[config.mk]
export PLATFORM = sky130hd
export DESIGN_NAME = spi_byte_master
export DESIGN_NICKNAME = d
export VERILOG_FILES = /design/src/rtl/spi_byte_master.sv
export SDC_FILE = /design/constraint.sdc
export NUM_CORES = 1
export LEC_CHECK = 0
export ABC_AREA = 0
export CAP_MARGIN = 30
export CORE_ASPECT_RATIO = 0.6
export CORE_UTILIZATION = 54
export CTS_BUF_LIST = sky130_fd_sc_hd__clkbuf_16
export DETAILED_ROUTE_END_ITERATION = 6
export DONT_BUFFER_PORTS = 1
export PLACE_DENSITY = 0.75
export SYNTH_ARGS = -nofsm -noshare
export SYNTH_HDL_FRONTEND = slang
export SYNTH_SLANG_ARGS = --single-unit
[constraint.sdc]
create_clock -name clk -period 2.1 [get_ports clk]
set_clock_uncertainty 0.1 [all_clocks]
set_input_delay 0.42 -clock clk [delete_from_list [all_inputs] [get_ports clk]]
set_output_delay 0.42 -clock clk [all_outputs]
set_load 0.02 [all_outputs]
[src/rtl/spi_byte_master.sv]
// spi_byte_master -- single-byte SPI master, mode 0 (SCK idles low, MOSI
// changes on the falling edge, MISO sampled on the rising edge), MSB first.
//
// Ports:
//   clk      system clock, all state changes on its rising edge
//   reset_n  synchronous active-low reset (wins over ce)
//   ce       clock enable; with ce=0 every register holds
//   idata    byte to send, captured when iwr is accepted in IDLE
//   iwr      one-ce-cycle transfer request; ignored while obusy=1
//   idiv     SCK half period minus one, in ce cycles, captured with iwr
//   ics      chip-select request (1 = select), registered onto cs_n
//   odata    last received byte, valid from the odsr cycle onward
//   odsr     one-ce-cycle pulse per completed byte
//   obusy    transfer in progress (accept cycle + 1 through the odsr cycle)
//   sck      SPI clock
//   mosi     SPI data out (always shift register bit 7)
//   miso     SPI data in
//   cs_n     SPI chip select, active low
module spi_byte_master #(
  parameter int DIV_W = 8
) (
  input  logic             clk,
  input  logic             reset_n,
  input  logic             ce,
  input  logic [7:0]       idata,
  input  logic             iwr,
  input  logic [DIV_W-1:0] idiv,
  input  logic             ics,
  output logic [7:0]       odata,
  output logic             odsr,
  output logic             obusy,
  output logic             sck,
  output logic             mosi,
  input  logic             miso,
  output logic             cs_n
);

  typedef enum logic [1:0] {IDLE, LOW, HIGH, DONE} state_t;

  state_t           state_q, state_d;
  logic [7:0]       sreg_q, sreg_d;
  logic [7:0]       odata_q, odata_d;
  logic [DIV_W-1:0] div_q, div_d;
  logic [DIV_W-1:0] cnt_q, cnt_d;
  logic [2:0]       bit_q, bit_d;
  logic             cap_q, cap_d;
  logic             sck_q, sck_d;
  logic             odsr_q, odsr_d;
  logic             busy_q, busy_d;
  logic             cs_n_q;
  logic             phase_end;

  // A half period ends when the counter reaches the divider latched at
  // the start of the transfer, so idiv may change freely meanwhile.
  assign phase_end = (cnt_q == div_q);

  always_comb begin
    state_d = state_q;
    sreg_d  = sreg_q;
    odata_d = odata_q;
    div_d   = div_q;
    cnt_d   = cnt_q;
    bit_d   = bit_q;
    cap_d   = cap_q;
    sck_d   = sck_q;
    odsr_d  = odsr_q;
    busy_d  = busy_q;

    case (state_q)
      IDLE: begin
        if (iwr) begin
          sreg_d  = idata;
          div_d   = idiv;
          cnt_d   = '0;
          bit_d   = '0;
          busy_d  = 1'b1;
          state_d = LOW;
        end
      end

      LOW: begin
        if (phase_end) begin
          cnt_d   = '0;
          cap_d   = miso;          // rising SCK edge: sample MISO
          sck_d   = 1'b1;
          state_d = HIGH;
        end else begin
          cnt_d = cnt_q + 1'b1;
        end
      end

      HIGH: begin
        if (phase_end) begin
          cnt_d  = '0;
          sck_d  = 1'b0;            // falling edge: next bit onto MOSI
          sreg_d = {sreg_q[6:0], cap_q};
          bit_d  = bit_q + 3'd1;
          if (bit_q == 3'd7) begin
            // Load odata together with the last shift so that odata is
            // already valid in the cycle odsr is high.
            odata_d = {sreg_q[6:0], cap_q};
            odsr_d  = 1'b1;
            state_d = DONE;
          end else begin
            state_d = LOW;
          end
        end else begin
          cnt_d = cnt_q + 1'b1;
        end
      end

      DONE: begin
        // iwr is deliberately not looked at here: no queuing.
        odsr_d  = 1'b0;
        busy_d  = 1'b0;
        sreg_d  = 8'hFF;
        state_d = IDLE;
      end

      default: begin
        state_d = IDLE;
      end
    endcase
  end

  always_ff @(posedge clk) begin
    if (!reset_n) begin
      state_q <= IDLE;
      sreg_q  <= 8'hFF;
      odata_q <= 8'hFF;
      div_q   <= '0;
      cnt_q   <= '0;
      bit_q   <= '0;
      cap_q   <= 1'b0;
      sck_q   <= 1'b0;
      odsr_q  <= 1'b0;
      busy_q  <= 1'b0;
    end else if (ce) begin
      state_q <= state_d;
      sreg_q  <= sreg_d;
      odata_q <= odata_d;
      div_q   <= div_d;
      cnt_q   <= cnt_d;
      bit_q   <= bit_d;
      cap_q   <= cap_d;
      sck_q   <= sck_d;
      odsr_q  <= odsr_d;
      busy_q  <= busy_d;
    end
  end

  // Chip select follows ics independently of the transfer state machine.
  always_ff @(posedge clk) begin
    if (!reset_n) begin
      cs_n_q <= 1'b1;
    end else if (ce) begin
      cs_n_q <= ~ics;
    end
  end

  assign odata = odata_q;
  assign odsr  = odsr_q;
  assign obusy = busy_q;
  assign sck   = sck_q;
  assign mosi  = sreg_q[7];
  assign cs_n  = cs_n_q;

endmodule

==> results.txt <==
The number of DRC markers after the initial detailed-route iteration came out at around 110. The number of primary I/O pins is 35. The dominant register cell in the synthesized netlist is dfxtp_1.

The longest clock path from root to sink contains 2 buffers. In the routed layout, each cell is associated on average with a via count of 5.67. The worst register-to-register path begins at state_q[0]$_SDFFE_PN0P_.

The portion of synthesized cell area occupied by the leading cell type is about two fifths. The row count came out at 17. For this run, the post-layout net count is around 270. The path class of the tightest hold or removal check is in2reg. The worst path uses 92.5% of the clock period.

The area growth from synthesis to final layout came out at 11.9%. The combined area of all synthesized cells came out at 2070 um^2. The combinational family with the most area after synthesis is simple AND/OR/NAND/NOR gates. The met2 wire length is 1.67 mm. The later-pin clock latency in the skew report came out at 280 ps. For this design, the sink count on the clock tree is 42.

The final number of hold-violating endpoints is 0. For this run, the total global-route usage over all layers was measured as 23.3%. The count of buffers added on input and output ports is 0. The starting density of the core is 56.6%. The share of power burned in combinational logic is 15.5%.

The number of nets in the synthesized netlist is 256. The number of violations of the max-capacitance limit came out at 0. The fill cell instance count of the final layout came out at 323. The count of inserted antenna diode cells is 0. The number of global-route vias before repair is roughly 1,400. The most area-hungry cell type in the Yosys netlist is dfxtp_1. The sequential area share after synthesis came out at 40.6%.

The area of the die came out at 4090 um^2. The count of mapped cells out of synthesis is 226. STA classifies the critical path startpoint as a flip-flop. The root buffer cell chosen for the clock tree is clkbuf_16. The estimated wirelength of the detail-placed design came out at 3.16 mm. The power per standard cell area came out at 816 nW/um^2.

The largest net degree at the start of global routing is 38. The endpoint arrival time on the critical path is 2010 ps. The total CTS buffers is 5.

The final weighted congestion of routability-driven global placement is 0.964. The met3 wire length is around 250 um. The average wire length per cell after detail routing is approximately 15 um. The total power consumption of the routed design is 1.89 mW. The vertical extent of the die is 50.0 um. The switching power as a share of total power is 26.5%. Summing the areas of all compound-gate instances in the mapped netlist gives 15.6% of the synthesized area. The number of warning messages in the yosys log came out at 0.

The final routed DRC violation total is 0. Setup violations remaining at the end of the flow were counted as 0. The residual antenna-violating net count after detailed routing is 0.

The startpoint of the tightest hold check path is reset_n. The first-pass iteration count of the detailed router came out at 4. The synthesized-area fraction occupied by adder cells came out at 4.83%. The maximum VDD drop came out at a little under 700 uV.

The wire length after detailed routing is 4.38 mm. Counting flops with an async set or reset pin after synthesis yields a share of 0%. The number of pins exceeding their max-slew limit in the final report is 0. The number of H-tree levels is 2. The run finished with clean final reports. The register clock-pin slew on the reported worst setup and hold paths is 60 ps. The worst setup path is of the reg2reg kind. The residual overflow from global routing is 0. Setup repair after global routing left no endpoint under its margin.

In this run the worst path has a maximum fanout of 6. The highest achievable clock rate is 515 MHz. The count of buffers added by post-CTS timing repair for setup is 0.

Summing the areas of all and, or, nand and nor instances in the mapped netlist gives 19.7% of the synthesized area. The met1 routed wirelength after detailed routing came out at approximately 2.4 mm. The number of antenna violations at the first check in global routing came out at 0.

For the final routed database, the setup TNS stands at 0 ps. The horizontal die dimension came out at 81.9 um. The required time of the critical path came out at approximately 2200 ps. The worst-case hold slack is 111 ps. The worst slew margin relative to its limit is 65.4%. The post-synthesis share of cell area spent on xor and xnor gates came out at 6.34%. Each instance of the synthesized netlist takes up on average 9.16 um^2. The number of library cell types mapped by synthesis came out at 39. The internal power of the cells came out at 1.39 mW. The critical path starts at state_q[0]$_SDFFE_PN0P_. The global-route wire length before repair came out at 7.05 mm.

After synthesis, the cell types taking the most area are dfxtp_1 (41%), mux2i_1 (8.7%), nand2_1 (6.9%). The highest routing layer actually used is met4. The net switching power is 0.502 mW.

The mux share of post-synthesis cell area is about 9.2%. The placeable core area came out at 3660 um^2. The synthesized design contains 0 enable-type register cells. Summed over all cells, the static leakage comes to approximately 0.8 nW. The worst-margin pin slew came out at 516 ps. Summing over every cut layer, the via total after detailed routing is 1,609. The worst setup path is captured at a flip-flop.

The part of the power in the clock network came out at 37.9%. The sequential power share came out at 46.6%. The number of synthesized register bits is 42. The CTS tree is built. Of the cells placed in the final design, the portion with a size suffix greater than 1 is 11.8%.

The final critical-path required period is 1940 ps.
==> final cells by class <==
class	instances	area [um^2]	share of cell area, %
Sequential cell	42	841	36.3
Tap cell	47	58.8	2.54
Clock inverter	3	12.5	0.540
Inverter	8	30.0	1.30
Multi-Input combinational cell	167	1160	50.1
Timing Repair Buffer	12	90.1	3.89
Clock buffer	5	125	5.40
==> registers in the layout (all words and copies together), names as in the netlist <==
signal / count
sreg_q: 8
div_q: 8
cap_q: 1
cs_n: 1
sck: 1
odata: 8
state_q: 2
odsr: 1
obusy: 1
bit_q: 3
cnt_q: 8
==> worst paths after layout <==
kind	endpoint	slack, ps	cells after the start
worst min register to register	div_q[6]$_SDFFE_PN0P_	380	2
worst max-delay path	cnt_q[7]$_SDFFE_PN0P_	160	8
worst max register to register	cnt_q[7]$_SDFFE_PN0P_	160	8
worst min-delay path	cs_n$_SDFFE_PN1P_	110	1
==> cell usage in the layout, fill, tap and decap left out, types with 3 or more instances in the layout <==
master,n
a211oi_1,3
nor2_1,10
xnor2_1,13
buf_4,12
dfxtp_1,42
nor3_1,4
nand3_1,3
a21oi_1,12
o21ai_0,13
inv_1,9
ha_1,8
a21boi_0,9
and4_1,9
mux2i_1,18
clkbuf_16,5
nand2_1,38
==> cells by family after synthesis <==
family | count (synthesis)
mux | 19
simple gates | 76
compound gates | 49
xor+xnor | 15
flops | 42
fa+ha+maj | 8
buf+inv | 17
==> power by group through the flow <==
stage                     clock [mW]  combinational, mW  sequential [mW]
after global routing           0.763              0.323            0.887
after global placement             0              0.279            0.897
final                          0.717              0.294            0.881
after floorplan                    0              0.222            0.886
after CTS                      0.731              0.287            0.881
after detailed placement           0              0.284            0.897
==> through the flow <==
step	utilization [%]	cells	area (um^2)	worst slack, ps
CTS	63.2	284	2310	43.9
global placement	59.4	276	2170	112
global route	63.3	284	2320	23.7
detailed placement	59.4	276	2170	35.2
finish	63.3	284	2320	158
floorplan	-	226	2070	288
==> what timing repair did <==
action	CTS	global route
hold buffers	0	0
setup endpoints to repair	0	9
resized for setup	0	2
hold endpoints to repair	0	0
==> per-layer routing <==
metal	track usage, %	up-vias
met5	0	-
met4	4.39	0
met3	6.85	4
met2	27.7	48
met1	38.9	737
li1	-	820
==> cell usage after synthesis (2+ instances only) <==
library cell and n:
nand3_1 3, o21ai_0 13, a211oi_1 3, nor4_1 2, nand4_2 2, clkbuf_1 3, buf_2 4, inv_1 8
nand2_1 38, dfxtp_1 42, o21a_1 2, a32o_1 2, nor3_1 4, mux2i_1 18, and4_1 9, xnor2_1 13
a21oi_1 12, a21boi_0 9, xor2_1 2, nor2_1 11, ha_1 8
==> worst max-delay path, stage by stage, from the launching register on <==
cell	delay, ps
dfxtp_1	400
inv_1	90
ha_1	210
inv_1	70
buf_4	110
o211ai_1	200
nor4_1	430
xnor2_1	160
nor2_1	60
Note: power is estimated with default switching activity, not from simulation.
